--- config.mk ---
export PLATFORM = sky130hd
export DESIGN_NAME = radix2_mul
export DESIGN_NICKNAME = d
export VERILOG_FILES = /design/src/rtl/radix2_pkg.sv /design/src/rtl/radix2_abs.sv /design/src/rtl/radix2_mul.sv
export SDC_FILE = /design/constraint.sdc
export NUM_CORES = 1
export LEC_CHECK = 0
export BUFFER_PORTS_ARGS = -buffer_cell sky130_fd_sc_hd__buf_2
export CORE_MARGIN = 1
export CORE_UTILIZATION = 25
export CTS_CLUSTER_SIZE = 14
export DETAILED_ROUTE_END_ITERATION = 8
export PLACE_DENSITY = 0.38
export SYNTH_ARGS = -nofsm -noshare
export SYNTH_HDL_FRONTEND = slang
export SYNTH_SLANG_ARGS = --single-unit
--- constraint.sdc ---
create_clock -name clk -period 7.8 [get_ports clk]
set_clock_uncertainty 0.05 [all_clocks]
set_input_delay 0.78 -clock clk [delete_from_list [all_inputs] [get_ports clk]]
set_output_delay 0.78 -clock clk [all_outputs]
set_load 0.005 [all_outputs]
--- src/rtl/radix2_pkg.sv ---
// Shared definitions for the radix-2 multiplier and divider datapath blocks.
// Latency: none (package only).
// Backpressure: none (package only).
package radix2_pkg;

    // Default operand width used by both arithmetic blocks
    localparam int DEFAULT_WIDTH = 8;

    // FSM state encoding shared by the multiplier and divider
    localparam logic [1:0] IDLE = 2'd0;
    localparam logic [1:0] BUSY = 2'd1;
    localparam logic [1:0] DONE = 2'd2;

    // Iteration counter width: enough bits to count WIDTH iterations (min 1)
    function automatic int cnt_width(input int w);
        return (w > 1) ? $clog2(w) : 1;
    endfunction

endpackage

--- src/rtl/radix2_abs.sv ---
// Conditional two's-complement negate: out = neg_en ? -in : in.
// Latency: combinational, zero cycles.
// Backpressure: none; pure function of its inputs.
module radix2_abs #(
    parameter int W = 8
) (
    input  logic [W-1:0] in,
    input  logic         neg_en,
    output logic [W-1:0] out
);

    // The most negative input maps to 2^(W-1), which the caller reads as unsigned
    assign out = neg_en ? (~in + W'(1)) : in;

endmodule

--- src/rtl/radix2_mul.sv ---
// Sequential radix-2 shift-add multiplier, signed or unsigned, one product bit per clock.
// Latency: accept at edge k -> res_valid high after edge k+WIDTH.
// Backpressure: opn_ready only in IDLE; product held in DONE until res_ready.
module radix2_mul
    import radix2_pkg::*;
#(
    parameter int WIDTH = DEFAULT_WIDTH
) (
    input  logic                 clk,
    input  logic                 rst,
    input  logic                 sign,
    input  logic [WIDTH-1:0]     multiplicand,
    input  logic [WIDTH-1:0]     multiplier,
    input  logic                 opn_valid,
    output logic                 opn_ready,
    output logic                 res_valid,
    input  logic                 res_ready,
    output logic [2*WIDTH-1:0]   result
);

    localparam int CW = cnt_width(WIDTH);

    logic [1:0]           state_q, state_d;
    logic [CW-1:0]        cnt_q, cnt_d;
    logic [2*WIDTH:0]     acc_q, acc_d;      // {carry, high, low}
    logic [WIDTH-1:0]     mcand_q, mcand_d;
    logic                 neg_q, neg_d;
    logic [2*WIDTH-1:0]   result_q, result_d;

    logic [WIDTH-1:0]     a_mag, b_mag;
    logic [WIDTH:0]       sum;
    logic [2*WIDTH:0]     iter_acc;
    logic [2*WIDTH-1:0]   prod_fixed;

    // Operand magnitudes are only taken for signed operations
    radix2_abs #(.W(WIDTH)) u_abs_a (
        .in     (multiplicand),
        .neg_en (sign & multiplicand[WIDTH-1]),
        .out    (a_mag)
    );

    radix2_abs #(.W(WIDTH)) u_abs_b (
        .in     (multiplier),
        .neg_en (sign & multiplier[WIDTH-1]),
        .out    (b_mag)
    );

    // One shift-add step: conditional add into the high half, then shift right
    assign sum      = acc_q[2*WIDTH:WIDTH] + {1'b0, mcand_q};
    assign iter_acc = acc_q[0] ? ({sum, acc_q[WIDTH-1:0]} >> 1) : (acc_q >> 1);

    // Sign fix of the final product, applied on the last iteration so it lands in result_q
    radix2_abs #(.W(2*WIDTH)) u_abs_p (
        .in     (iter_acc[2*WIDTH-1:0]),
        .neg_en (neg_q),
        .out    (prod_fixed)
    );

    // Next-state logic for the FSM and the datapath registers
    always_comb begin
        state_d  = state_q;
        cnt_d    = cnt_q;
        acc_d    = acc_q;
        mcand_d  = mcand_q;
        neg_d    = neg_q;
        result_d = result_q;
        case (state_q)
            IDLE: begin
                if (opn_valid) begin
                    state_d = BUSY;
                    mcand_d = a_mag;
                    acc_d   = {{(WIDTH+1){1'b0}}, b_mag};
                    cnt_d   = '0;
                    neg_d   = sign & (multiplicand[WIDTH-1] ^ multiplier[WIDTH-1]);
                end
            end
            BUSY: begin
                acc_d = iter_acc;
                cnt_d = cnt_q + CW'(1);
                if (cnt_q == CW'(WIDTH - 1)) begin
                    state_d  = DONE;
                    result_d = prod_fixed;
                end
            end
            DONE: begin
                // A concurrent opn_valid is not accepted here; IDLE takes it next edge
                if (res_ready) begin
                    state_d = IDLE;
                end
            end
            default: begin
                state_d = IDLE;
            end
        endcase
    end

    // State registers with synchronous reset; reset discards any running operation
    always_ff @(posedge clk) begin
        if (rst) begin
            state_q  <= IDLE;
            cnt_q    <= '0;
            acc_q    <= '0;
            mcand_q  <= '0;
            neg_q    <= 1'b0;
            result_q <= '0;
        end else begin
            state_q  <= state_d;
            cnt_q    <= cnt_d;
            acc_q    <= acc_d;
            mcand_q  <= mcand_d;
            neg_q    <= neg_d;
            result_q <= result_d;
        end
    end

    // Handshake outputs are pure decodes of the registered state
    assign opn_ready = (state_q == IDLE);
    assign res_valid = (state_q == DONE);
    assign result    = result_q;

endmodule
==> out/results.txt <==
For the worst flop-to-flop path, the logic depth is 9. The worst hold path stage count was 2. The worst-case register-to-register setup slack was 5.13 ns; the multiplexer share of the synthesized area was 3.02%. The post-synthesis share of cell area spent on full adders, half adders and majority gates works out to 6.67%. Routability-driven placement finished with a final weighted congestion of 0.713. The count of unresolved DRC violations after routing is 0, and the core box area is 10,500 µm². Post-CTS timing repair inserted 0 buffers for setup. Most used cell along the critical path: sky130_fd_sc_hd__mux2i_1. Synthesis inferred 46 register bits. Worst setup path category: reg -> reg. After Yosys synthesis, and, or, nand and nor cells account for 24.9% of the synthesized area. Relative to the synthesized area, the layout overhead comes to 15.0%.

The tools report the number of failing hold endpoints at the final stage as 0. The tightest min-delay check is of the reg -> reg type. The share of the Yosys chip area taken by registers is 33.6%. The floorplan step defined a die boundary enclosing 11,400 µm². The tools report the synthesized area as 2740 µm². For the peak clock frequency supported by timing, the log shows 375 MHz. Traced cell by cell, the critical path runs through ha_1 -> fa_1 -> a21o_1 -> a221o_2 -> mux2i_1 -> a211o_1 -> nor3_2 -> mux2i_1 -> nor4_2. For the pin with the worst max-slew slack, the measured transition is 0.966 ns.

Setup violations remaining at the end of the flow were counted as 0. The finished cells cover 3150 µm². The count of TritonRoute iterations in the first routing pass came out at 6. In the layout the commonest cells are 49 x sky130_fd_sc_hd__nand2_1, 46 x sky130_fd_sc_hd__dfxtp_1, 39 x sky130_fd_sc_hd__a21oi_1. After the first detailed-routing iteration, the DRC count stood at 87. The number of global-route vias before repair was 2,336; the global-route wire length before repair was 12,100 µm. The analysis attributes to cell leakage a power of 1.24 nW. The count of cells in the finished layout, fillers not included, comes to 518. The startpoint identified for the worst register-to-register timing path is acc_q[8]$_SDFFE_PP0P_. The xor/xnor share of the synthesized area was 6.72%; the number of buffers created by CTS was 5. Dividing the detail-routed wire length by the instance count gives 13.8 µm. For the worst-skew pair, the clock arrives at the later sink with an insertion delay of 0.30 ns. The endpoint identified for the worst register-to-register timing path is result[15]$_SDFFE_PP0P_.

Final critical delay including setup and external delays: 2.67 ns. For this design, the sink count on the clock tree is 46. Clock tree synthesis selected as its root buffer the cell sky130_fd_sc_hd__clkbuf_8.

For this run, the leading register cell type out of synthesis is sky130_fd_sc_hd__dfxtp_1. For the maximum buffer depth of the clock tree, the log shows 2. The layout has 1,201 filler cells. The buffer and inverter count on the worst path works out to 0.

The Yosys step of the flow raised 0 warnings. The path with the worst hold slack has its endpoint at result[8]$_SDFFE_PP0P_. The hold path startpoint is result[8]$_SDFFE_PP0P_. The post-cts repair resize count was 0. The power density normalized to cell area is 168 nW/µm².

The count of flip-flops with a built-in enable after synthesis came out at 0. The post-detailed-routing wire length is 7170 µm, and the number of antenna diodes is 0. Counting flops with an async set or reset pin after synthesis yields a share of 0%.

The logs give 7.90 ns for the required time reported for the critical path endpoint and 3040 µm² for the cell area after placement. The worst-case IR drop observed on VDD is 0.0646 mV. In the finished design, the share of the clock period the worst path needs comes to 34.2%. 39 I/O pins were placed. In this run the worst path has a maximum fanout of 4. The average instance in the mapped netlist occupies 7.74 µm². The tools report the maximum number of pins on one net before global-route repair as 48.

Setup repair after global routing left no endpoint under its margin. After clock tree synthesis, the clock-pin slew on the worst setup and hold paths is 0.09 ns. The net count of the finished layout is 417.

Input and output buffers added on the ports amount to 38. In this run the tightest slew margin relative to its limit is 35.6%. The vertical die dimension was 107 µm. The instance count of the mapped netlist was 354. Counting every net in the synthesized netlist gives 389.

The logs give 44 for the count of unique library cells instantiated by Yosys and 5230 µm for the detailed-placement wirelength estimate. The tools report the cell count after placement as 511. The post-route netlist has 14.4% of its cells at a drive strength greater than 1. Detailed-route vias per instance: 4.86.

In this run the horizontal extent of the chip is 107 µm. In the final timing run, aggregate negative setup slack is 0 ns. The number of hold buffers added after CTS was 0. The run gives 0 as the number of antenna violations at the first check in global routing. The worst setup path is captured at a register. By area, the combinational part of the netlist is dominated by simple AND/OR/NAND/NOR gates. The number of antenna-violating nets in the routed design is 0. Leaving out fill and tap cells, the most frequent cell in the layout is sky130_fd_sc_hd__nand2_1. Once the floorplan was initialized, standard cells occupied 26.2% of the core.

Grouping stages by cell kind, the critical path spends the most delay in compound AO/OA/AOI/OAI gates. TritonCTS built the clock tree. The largest stage delay on the critical path is 0.41 ns. The logs give 13.6% for the global-route usage over all layers and 0 for the max-slew violation count. The run gives 30.1% as the share of the core filled with cells in the final layout. The tools report the critical path launch point type as a register. For the worst setup path, the data arrival time is 2.76 ns. Global routing finished with a remaining overflow of 0.

The via count of the routed design was 2,520; the H-tree depth was 2. The tool flagged a number of max-cap violations equal to 0. The slowest stage of the critical path is the sky130_fd_sc_hd__fa_1 cell. After floorplanning, the core was divided into 37 placement rows. Summing the areas of all compound-gate instances in the mapped netlist gives 21.3% of the synthesized area.

The flow ran to the end, and the final reports show no timing, DRC or antenna violations.
through the flow:
step	setup WS [ns]	total power, mW	hold WS (ns)
floorplan	5.30	0.322	0.386
global placement	5.15	0.351	0.386
detailed placement	5.15	0.351	0.392
CTS	5.12	0.538	0.403
global route	5.01	0.563	0.419
finish	5.13	0.528	0.400
flip-flops by register name, summed over array words and instances, names as in the netlist:
register  cells
acc_q        16
state_q       2
result       16
cnt_q         3
neg_q         1
mcand_q       8
layout make-up:
class	instances	area, µm²	area share (%)
clock inverter	1	30.0	0.954
clock buffer	6	82.6	2.62
multi-input combinational	281	1710	54.4
inverter	9	33.8	1.07
sequential	46	921	29.2
timing repair buffer	39	198	6.28
tap	136	170	5.40
Yosys cell counts, types with 2 or more instances:
cell / n / area, µm²
sky130_fd_sc_hd__mux2i_1: 6 / 60.1
sky130_fd_sc_hd__or3_1: 4 / 25.0
sky130_fd_sc_hd__a311oi_1: 3 / 26.3
sky130_fd_sc_hd__a21oi_1: 39 / 195
sky130_fd_sc_hd__nor4_2: 2 / 25.0
sky130_fd_sc_hd__clkbuf_1: 15 / 56.3
sky130_fd_sc_hd__nand2_1: 49 / 184
sky130_fd_sc_hd__a22oi_1: 4 / 30.0
sky130_fd_sc_hd__nand3b_1: 6 / 45.0
sky130_fd_sc_hd__a31oi_1: 4 / 25.0
sky130_fd_sc_hd__dfxtp_1: 46 / 921
sky130_fd_sc_hd__nor2_1: 37 / 139
sky130_fd_sc_hd__and2_1: 2 / 12.5
sky130_fd_sc_hd__buf_2: 2 / 10.0
sky130_fd_sc_hd__a221oi_1: 3 / 26.3
sky130_fd_sc_hd__a21o_1: 4 / 30.0
sky130_fd_sc_hd__o311ai_1: 2 / 17.5
sky130_fd_sc_hd__nand3_1: 22 / 110
sky130_fd_sc_hd__xor2_1: 13 / 114
sky130_fd_sc_hd__o31ai_1: 2 / 15.0
sky130_fd_sc_hd__xnor2_1: 8 / 70.1
sky130_fd_sc_hd__o21ai_0: 11 / 55.1
sky130_fd_sc_hd__o21ai_1: 5 / 25.0
sky130_fd_sc_hd__a211oi_1: 9 / 67.6
sky130_fd_sc_hd__inv_1: 8 / 30.0
sky130_fd_sc_hd__ha_1: 13 / 163
sky130_fd_sc_hd__nor2b_1: 3 / 18.8
sky130_fd_sc_hd__nor3_1: 10 / 50.1
sky130_fd_sc_hd__mux2_2: 2 / 22.5
sky130_fd_sc_hd__nand2b_1: 6 / 37.5
worst register-to-register path, stage by stage, from the launching register on:
cell and delay [ns]:
sky130_fd_sc_hd__dfxtp_1 0.34, sky130_fd_sc_hd__ha_1 0.25, sky130_fd_sc_hd__fa_1 0.41, sky130_fd_sc_hd__a21o_1 0.20, sky130_fd_sc_hd__a221o_2 0.36, sky130_fd_sc_hd__mux2i_1 0.14
sky130_fd_sc_hd__a211o_1 0.27, sky130_fd_sc_hd__nor3_2 0.20, sky130_fd_sc_hd__mux2i_1 0.24, sky130_fd_sc_hd__nor4_2 0.07
power by group:
| part | internal (mW) | switching, mW |
|---|---|---|
| sequential | 0.243 | 0.0127 |
| clock | 0.103 | 0.0810 |
| combinational | 0.0338 | 0.0552 |
| total | 0.379 | 0.149 |
cell families after synthesis:
logic type	count (synthesis)
AOI/OAI and AO/OA	93
adders and majority gates	14
and+or+nand+nor	145
xor gates and xnor gates	21
buffers and inverters	27
muxes	8
DFF	46
worst max-delay path by stage:
| stage | slack, ns | depth (start not counted) | startpoint | endpoint |
|---|---|---|---|---|
| 2_1_floorplan | 5.30 | 9 | acc_q[8]$_SDFFE_PP0P_ | result[15]$_SDFFE_PP0P_ |
| 3_3_place_gp | 5.15 | 9 | acc_q[8]$_SDFFE_PP0P_ | result[15]$_SDFFE_PP0P_ |
| 3_5_place_dp | 5.15 | 9 | acc_q[8]$_SDFFE_PP0P_ | result[15]$_SDFFE_PP0P_ |
| 4_1_cts | 5.12 | 9 | acc_q[8]$_SDFFE_PP0P_ | result[15]$_SDFFE_PP0P_ |
| 5_1_grt | 5.01 | 9 | acc_q[8]$_SDFFE_PP0P_ | result[15]$_SDFFE_PP0P_ |
| 6_report | 5.13 | 9 | acc_q[8]$_SDFFE_PP0P_ | result[15]$_SDFFE_PP0P_ |
metal layers:
metal,GRT usage (%),vias up,share of wire (%),routed length (µm)
met4,4.40,0,1.4,100
met3,2.19,5,2.8,200
met2,20.5,36,42,2990
li1,-,1316,-,-
met5,0,-,0,0
met1,19.5,1163,54,3880
Power figures use the tool's default switching activity.
